**config.mk**
```make
export PLATFORM = sky130hd
export DESIGN_NAME = nibble_cpu_core
export DESIGN_NICKNAME = d
export VERILOG_FILES = /design/src/rtl/nibble_cpu_pkg.sv /design/src/rtl/nibble_cpu_core_alu.sv /design/src/rtl/nibble_cpu_core.sv
export SDC_FILE = /design/constraint.sdc
export NUM_CORES = 1
export LEC_CHECK = 0
export ABC_AREA = 0
export CAP_MARGIN = 10
export CORE_AREA = 2 2 56 58
export DETAILED_ROUTE_END_ITERATION = 10
export DIE_AREA = 0 0 58 60
export MAX_ROUTING_LAYER = met4
export PLACE_DENSITY = 0.84
export SLEW_MARGIN = 20
export SYNTH_ARGS = -nofsm -noshare
export SYNTH_HDL_FRONTEND = slang
export SYNTH_SLANG_ARGS = --single-unit
```
**constraint.sdc**
```tcl
create_clock -name clk -period 7.9 [get_ports clk]
set_input_delay 1.58 -clock clk [delete_from_list [all_inputs] [get_ports clk]]
set_output_delay 1.58 -clock clk [all_outputs]
set_load 0.01 [all_outputs]
```
**src/rtl/nibble_cpu_pkg.sv**
```systemverilog
// Shared encodings for the nibble accumulator CPU: opcodes, ALU sub-ops and run state.
package nibble_cpu_pkg;

    localparam int unsigned OPC_W = 4;
    localparam int unsigned ALU_OP_W = 3;

    localparam logic [OPC_W-1:0] OP_NOP     = 4'b0000;
    localparam logic [OPC_W-1:0] OP_LD_A    = 4'b0001;
    localparam logic [OPC_W-1:0] OP_LD_B    = 4'b0010;
    localparam logic [OPC_W-1:0] OP_MOV_B_A = 4'b0011;
    localparam logic [OPC_W-1:0] OP_JMP     = 4'b0100;
    localparam logic [OPC_W-1:0] OP_JZ      = 4'b0101;
    localparam logic [OPC_W-1:0] OP_JC      = 4'b0110;
    localparam logic [OPC_W-1:0] OP_HALT    = 4'b0111;
    localparam logic [OPC_W-1:0] OP_ADD     = 4'b1000;
    localparam logic [OPC_W-1:0] OP_SUB     = 4'b1001;
    localparam logic [OPC_W-1:0] OP_AND     = 4'b1010;
    localparam logic [OPC_W-1:0] OP_OR      = 4'b1011;
    localparam logic [OPC_W-1:0] OP_XOR     = 4'b1100;
    localparam logic [OPC_W-1:0] OP_SHL     = 4'b1101;
    localparam logic [OPC_W-1:0] OP_SHR     = 4'b1110;
    localparam logic [OPC_W-1:0] OP_INC     = 4'b1111;

    // Every opcode of the form 1xxx is an ALU op; the low three bits pick the function.
    localparam logic [OPC_W-1:0] OP_ALU_MASK = 4'b1000;

    localparam logic [ALU_OP_W-1:0] ALU_ADD = 3'b000;
    localparam logic [ALU_OP_W-1:0] ALU_SUB = 3'b001;
    localparam logic [ALU_OP_W-1:0] ALU_AND = 3'b010;
    localparam logic [ALU_OP_W-1:0] ALU_OR  = 3'b011;
    localparam logic [ALU_OP_W-1:0] ALU_XOR = 3'b100;
    localparam logic [ALU_OP_W-1:0] ALU_SHL = 3'b101;
    localparam logic [ALU_OP_W-1:0] ALU_SHR = 3'b110;
    localparam logic [ALU_OP_W-1:0] ALU_INC = 3'b111;

    typedef enum logic {
        ST_RUN  = 1'b0,
        ST_HALT = 1'b1
    } state_t;

    function automatic logic is_alu_op(input logic [OPC_W-1:0] op);
        return (op & OP_ALU_MASK) == OP_ALU_MASK;
    endfunction

endpackage

```
**src/rtl/nibble_cpu_core_alu.sv**
```systemverilog
// Combinational ALU: result, zero and carry/borrow for the eight 1xxx opcodes.
module nibble_cpu_alu
    import nibble_cpu_pkg::*;
#(
    parameter int unsigned DATA_W = 4
) (
    input  logic [ALU_OP_W-1:0] i_op,
    input  logic [DATA_W-1:0]   i_a,
    input  logic [DATA_W-1:0]   i_b,
    output logic [DATA_W-1:0]   o_result_c,
    output logic                o_zf_c,
    output logic                o_cf_c
);

    localparam int unsigned EXT_W = DATA_W + 1;

    // Top bit of the extended result is the carry-out / borrow / shifted-out bit.
    logic [EXT_W-1:0] w_ext;

    always_comb begin
        w_ext = '0;
        unique case (i_op)
            ALU_ADD: w_ext = {1'b0, i_a} + {1'b0, i_b};
            ALU_SUB: w_ext = {1'b0, i_a} - {1'b0, i_b};
            ALU_AND: w_ext = {1'b0, i_a & i_b};
            ALU_OR:  w_ext = {1'b0, i_a | i_b};
            ALU_XOR: w_ext = {1'b0, i_a ^ i_b};
            ALU_SHL: w_ext = {i_a, 1'b0};
            ALU_SHR: w_ext = {i_a[0], 1'b0, i_a[DATA_W-1:1]};
            ALU_INC: w_ext = {1'b0, i_a} + EXT_W'(1);
        endcase
    end

    assign o_result_c = w_ext[DATA_W-1:0];
    assign o_cf_c     = w_ext[DATA_W];
    assign o_zf_c     = (w_ext[DATA_W-1:0] == '0);

endmodule

```
**src/rtl/nibble_cpu_core.sv**
```systemverilog
// Single-cycle accumulator CPU with RUN/HALT state, stepped by step_en.
// Define NIBBLE_CPU_CALL_EN to add the single-level CALL/RET link register on opcode 0000.
module nibble_cpu_core
    import nibble_cpu_pkg::*;
#(
    parameter int unsigned DATA_W   = 4,
    parameter int unsigned PC_W     = 3,
    parameter int unsigned RESET_PC = 0
) (
    input  logic                clk,
    input  logic                reset_n,
    input  logic                step_en,
    output logic [PC_W-1:0]     imem_addr,
    input  logic [DATA_W+3:0]   imem_data,
    output logic [DATA_W-1:0]   a_reg,
    output logic [DATA_W-1:0]   b_reg,
    output logic                zf,
    output logic                cf,
    output logic [PC_W-1:0]     pc,
`ifdef NIBBLE_CPU_CALL_EN
    output logic [PC_W-1:0]     link_reg,
`endif
    output logic                halted
);

    state_t              r_state;
    logic [DATA_W-1:0]   r_a;
    logic [DATA_W-1:0]   r_b;
    logic                r_zf;
    logic                r_cf;
    logic [PC_W-1:0]     r_pc;
    logic                r_halted;

    logic [OPC_W-1:0]    w_opcode;
    logic [DATA_W-1:0]   w_arg;
    logic [PC_W-1:0]     w_target;
    logic [PC_W-1:0]     w_pc_inc;
    logic [PC_W-1:0]     w_pc_next;
    logic [DATA_W-1:0]   w_alu_result;
    logic                w_alu_zf;
    logic                w_alu_cf;

    assign w_opcode = imem_data[DATA_W+3:DATA_W];
    assign w_arg    = imem_data[DATA_W-1:0];
    assign w_target = w_arg[PC_W-1:0];
    assign w_pc_inc = r_pc + PC_W'(1);

`ifdef NIBBLE_CPU_CALL_EN
    localparam logic [DATA_W-1:0] LOW_MASK = {1'b0, {(DATA_W-1){1'b1}}};

    logic [PC_W-1:0] r_link;
    logic            w_call_sel;
    logic            w_ret_sel;

    // arg MSB set marks CALL (low bits zero) or RET (low bits nonzero); CALL target comes from B.
    assign w_call_sel = w_arg[DATA_W-1] && ((w_arg & LOW_MASK) == '0);
    assign w_ret_sel  = w_arg[DATA_W-1] && ((w_arg & LOW_MASK) != '0);
    assign link_reg   = r_link;
`endif

    nibble_cpu_alu #(
        .DATA_W (DATA_W)
    ) u_alu (
        .i_op       (w_opcode[ALU_OP_W-1:0]),
        .i_a        (r_a),
        .i_b        (r_b),
        .o_result_c (w_alu_result),
        .o_zf_c     (w_alu_zf),
        .o_cf_c     (w_alu_cf)
    );

    // Next PC: jumps test the flags as registered by earlier instructions.
    always_comb begin
        w_pc_next = w_pc_inc;
        case (w_opcode)
            OP_JMP:  w_pc_next = w_target;
            OP_JZ:   if (r_zf) w_pc_next = w_target;
            OP_JC:   if (r_cf) w_pc_next = w_target;
            OP_HALT: w_pc_next = r_pc;
`ifdef NIBBLE_CPU_CALL_EN
            OP_NOP: begin
                if (w_call_sel) begin
                    w_pc_next = r_b[PC_W-1:0];
                end else if (w_ret_sel) begin
                    w_pc_next = r_link;
                end
            end
`endif
            default: ;
        endcase
    end

    always_ff @(posedge clk or negedge reset_n) begin
        if (!reset_n) begin
            r_state  <= ST_RUN;
            r_a      <= '0;
            r_b      <= '0;
            r_zf     <= 1'b0;
            r_cf     <= 1'b0;
            r_pc     <= PC_W'(RESET_PC);
            r_halted <= 1'b0;
`ifdef NIBBLE_CPU_CALL_EN
            r_link   <= '0;
`endif
        end else begin
            case (r_state)
                ST_RUN: begin
                    if (step_en) begin
                        r_pc <= w_pc_next;
                        if (is_alu_op(w_opcode)) begin
                            r_a  <= w_alu_result;
                            r_zf <= w_alu_zf;
                            r_cf <= w_alu_cf;
                        end else begin
                            case (w_opcode)
                                OP_LD_A:    r_a <= w_arg;
                                OP_LD_B:    r_b <= w_arg;
                                OP_MOV_B_A: r_b <= r_a;
                                OP_HALT: begin
                                    r_state  <= ST_HALT;
                                    r_halted <= 1'b1;
                                end
`ifdef NIBBLE_CPU_CALL_EN
                                OP_NOP:     if (w_call_sel) r_link <= w_pc_inc;
`endif
                                default: ;
                            endcase
                        end
                    end
                end
                ST_HALT: ;
            endcase
        end
    end

    assign imem_addr = r_pc;
    assign a_reg     = r_a;
    assign b_reg     = r_b;
    assign zf        = r_zf;
    assign cf        = r_cf;
    assign pc        = r_pc;
    assign halted    = r_halted;

endmodule
```
==> flow_summary.toml <==
[status]
outcome = "complete, no violations"

[setup_path]
crit_type = "input pin to register"
critPathRequiredTime_ns = 8.12
cp_max_fo = 26
cp-end-kind = "register"
crit_path_start_kind = "input pin"
crit_arrival_ns = 4.98

[sta]
period_needed_ns = 4.75
setup_viol = 0
finalSetupTns_ns = 0
fin_hold_ws_ns = 0.483
drv_slew = 0
finalHoldViolCount = 0
fin_crit_sh_pct = 60.2
max_slew_margin_pct = 36.5
worst_slew_pin_slew_ns = 0.949
timing.fmax_mhz = 210
fin_skew_ns = 0.0123
rsz0062_at_grt = "false"
setup_slack_ns = 3.15

[global_route]
overflow = 0
grt_max_degree = 27
grt_antenna_before_repair = 0
grt_usage_pct = 23.4
grt_pass1_wl_um = 6070
grt_pass1_vias = 1347

[power]
vdd_ir_drop_max_mv = 0.233
pwr_density_cell_mw_per_mm2 = 297
p_leak_uw = 0.000770

[finish]
post-route-util_pct = 61.7
layout-drive-gt1-share_pct = 10.8
nFillCells = 253
multi_input_area_mm2 = 0.00102
n_antenna_cell = 0
nets = 222
finalNonFillerCells = 228
seqCellArea_um2 = 375
area_delta_synth_final_pct = 15.1

[synth]
netlist_area_mm2 = 0.00156
ys_warn_count = 0
syn-num-nets = 202
synth_top_area_share_pct = 24.1
synth_cell_types = 50
synth_area_leaders = "dfrtp_1, ha_1, mux2i_1"
seq_area_frac_synth_pct = 24.1
synth.avg_cell_area_um2 = 8.84
synthFlopType = "dfrtp_1"
syn_inst = 176
async_flop_share_pct = 100
ys_ff_latch = 15
synth_top_cell_by_area = "dfrtp_1"
synth_edf_count = 0

[job]
cap_violations = 0

[floorplan]
io_pins = 28
design.core.area_mm2 = 0.00290
die_y_um = 60
die_width_um = 58
row_count = 20
die_area_mm2 = 0.00348
initial_core_util_pct = 53.6

[clock_network]
cts_tree = "done"
cts_buffers = 3
clk_latency_ns = 0.28
cts_root_buf = "clkbuf_4"
ctsLongestPathBuffers = 2
cts.sinks = 15
cts_resized = 0
cts_max_level = 1
cts_setup_buffers = 0
postCtsHoldBufs = 0
clk_pin_slew_worst_paths_ns = 0.09

[routing]
dr.first_iter.drc_count = 52
wl_um = 3570
ant_nets = 0
detailedRoute.firstPassIterationCount = 4
drc_errors = 0
wl_per_cell_um = 15.6
viasPerCell = 5.96
num_vias = 1358

[place]
dp_hpwl_um = 2770
placed_cells = 224
gp_congestion = 0.896
io_buffers = 27
post-place-ws_ns = 2.87

[worst_hold_path]
hold_path_class = "register to register"
==> where the power goes <==
group	leakage, uW	internal (uW)	switching, uW
Clock	0.0000177	18.8	23.5
Sequential	0.000184	108	52.7
Combinational	0.000568	175	154
Total	0.000770	301	231
==> routing by layer <==
layer	vias up	global-route usage (%)	part of all wire [%]
met5	-	-	0
met4	0	8.97	1.7
met3	6	2.60	5.9
met2	60	40.7	51
met1	635	27.8	41
li1	657	-	-
==> cell usage after synthesis (2+ instances only) <==
library cell  instances
mux2i_1               9
nand3_1               3
nor3_1                2
nand2_1              17
nor4b_1               2
nor2b_1               7
o21ai_1              10
mux4_2                2
o21ai_0              10
buf_4                 4
a22oi_2               2
buf_6                 4
a21oi_1               9
nand2b_1              7
dfrtp_1              15
a211oi_1              2
a21o_1                5
nor2_1                7
ha_1                 14
buf_2                 2
inv_1                14
==> stage by stage <==
step	power (uW)	area [um^2]
2_1_floorplan	360	1560
3_3_place_gp	472	1760
3_5_place_dp	488	1760
4_1_cts	534	1790
5_1_grt	580	1790
6_report	532	1790
==> final timing paths <==
path,from,end,slack [ns],depth (start not counted)
max,imem_data[4],zf,3.15,12
min,halted,halted,0.48,1
max reg2reg,b_reg[1],zf,5.00,12
min reg2reg,halted,halted,0.48,1
max in group asynchronous,reset_n,b_reg[3],5.76,1
min in group asynchronous,reset_n,imem_addr[2],1.70,1
==> cell usage in the layout (no fill, tap or decap), drive strengths merged, types with 3 or more instances in the layout <==
| master | n |
|---|---|
| a21o | 5 |
| a21oi | 9 |
| a22oi | 3 |
| clkbuf | 3 |
| clkdlybuf4s50 | 27 |
| dfrtp | 15 |
| ha | 14 |
| inv | 15 |
| mux2i | 9 |
| nand2 | 18 |
| nand2b | 7 |
| nand3 | 4 |
| nor2 | 7 |
| nor2b | 8 |
| nor3 | 4 |
| o21ai | 21 |
==> cells by family after synthesis <==
logic type | Yosys count | synth area share, %
compound gates | 51 | 22.4
fa+ha+maj | 15 | 12.5
buf+inv | 27 | 10.3
simple gates | 56 | 21.4
xor+xnor | 1 | 0.563
mux | 11 | 8.68
flops | 15 | 24.1
==> area by class of cell <==
cell class,instances,share of cell area (%)
multi-input combinational,134,57.0
sequential,15,20.9
tap,33,2.30
clock buffer,3,1.26
inverter,15,3.14
timing repair buffer,27,15.1
clock inverter,1,0.279
==> critical path: stages <==
cell	delay, ns
clkdlybuf4s50_1	1.08
nor2b_4	0.30
a22oi_1	0.08
nor2_1	0.15
a21o_1	0.13
inv_1	0.06
fa_1	0.53
inv_1	0.05
mux4_2	0.48
a22oi_2	0.15
nor2b_1	0.19
a32o_1	0.18
Note: power is estimated with default switching activity, not from simulation.
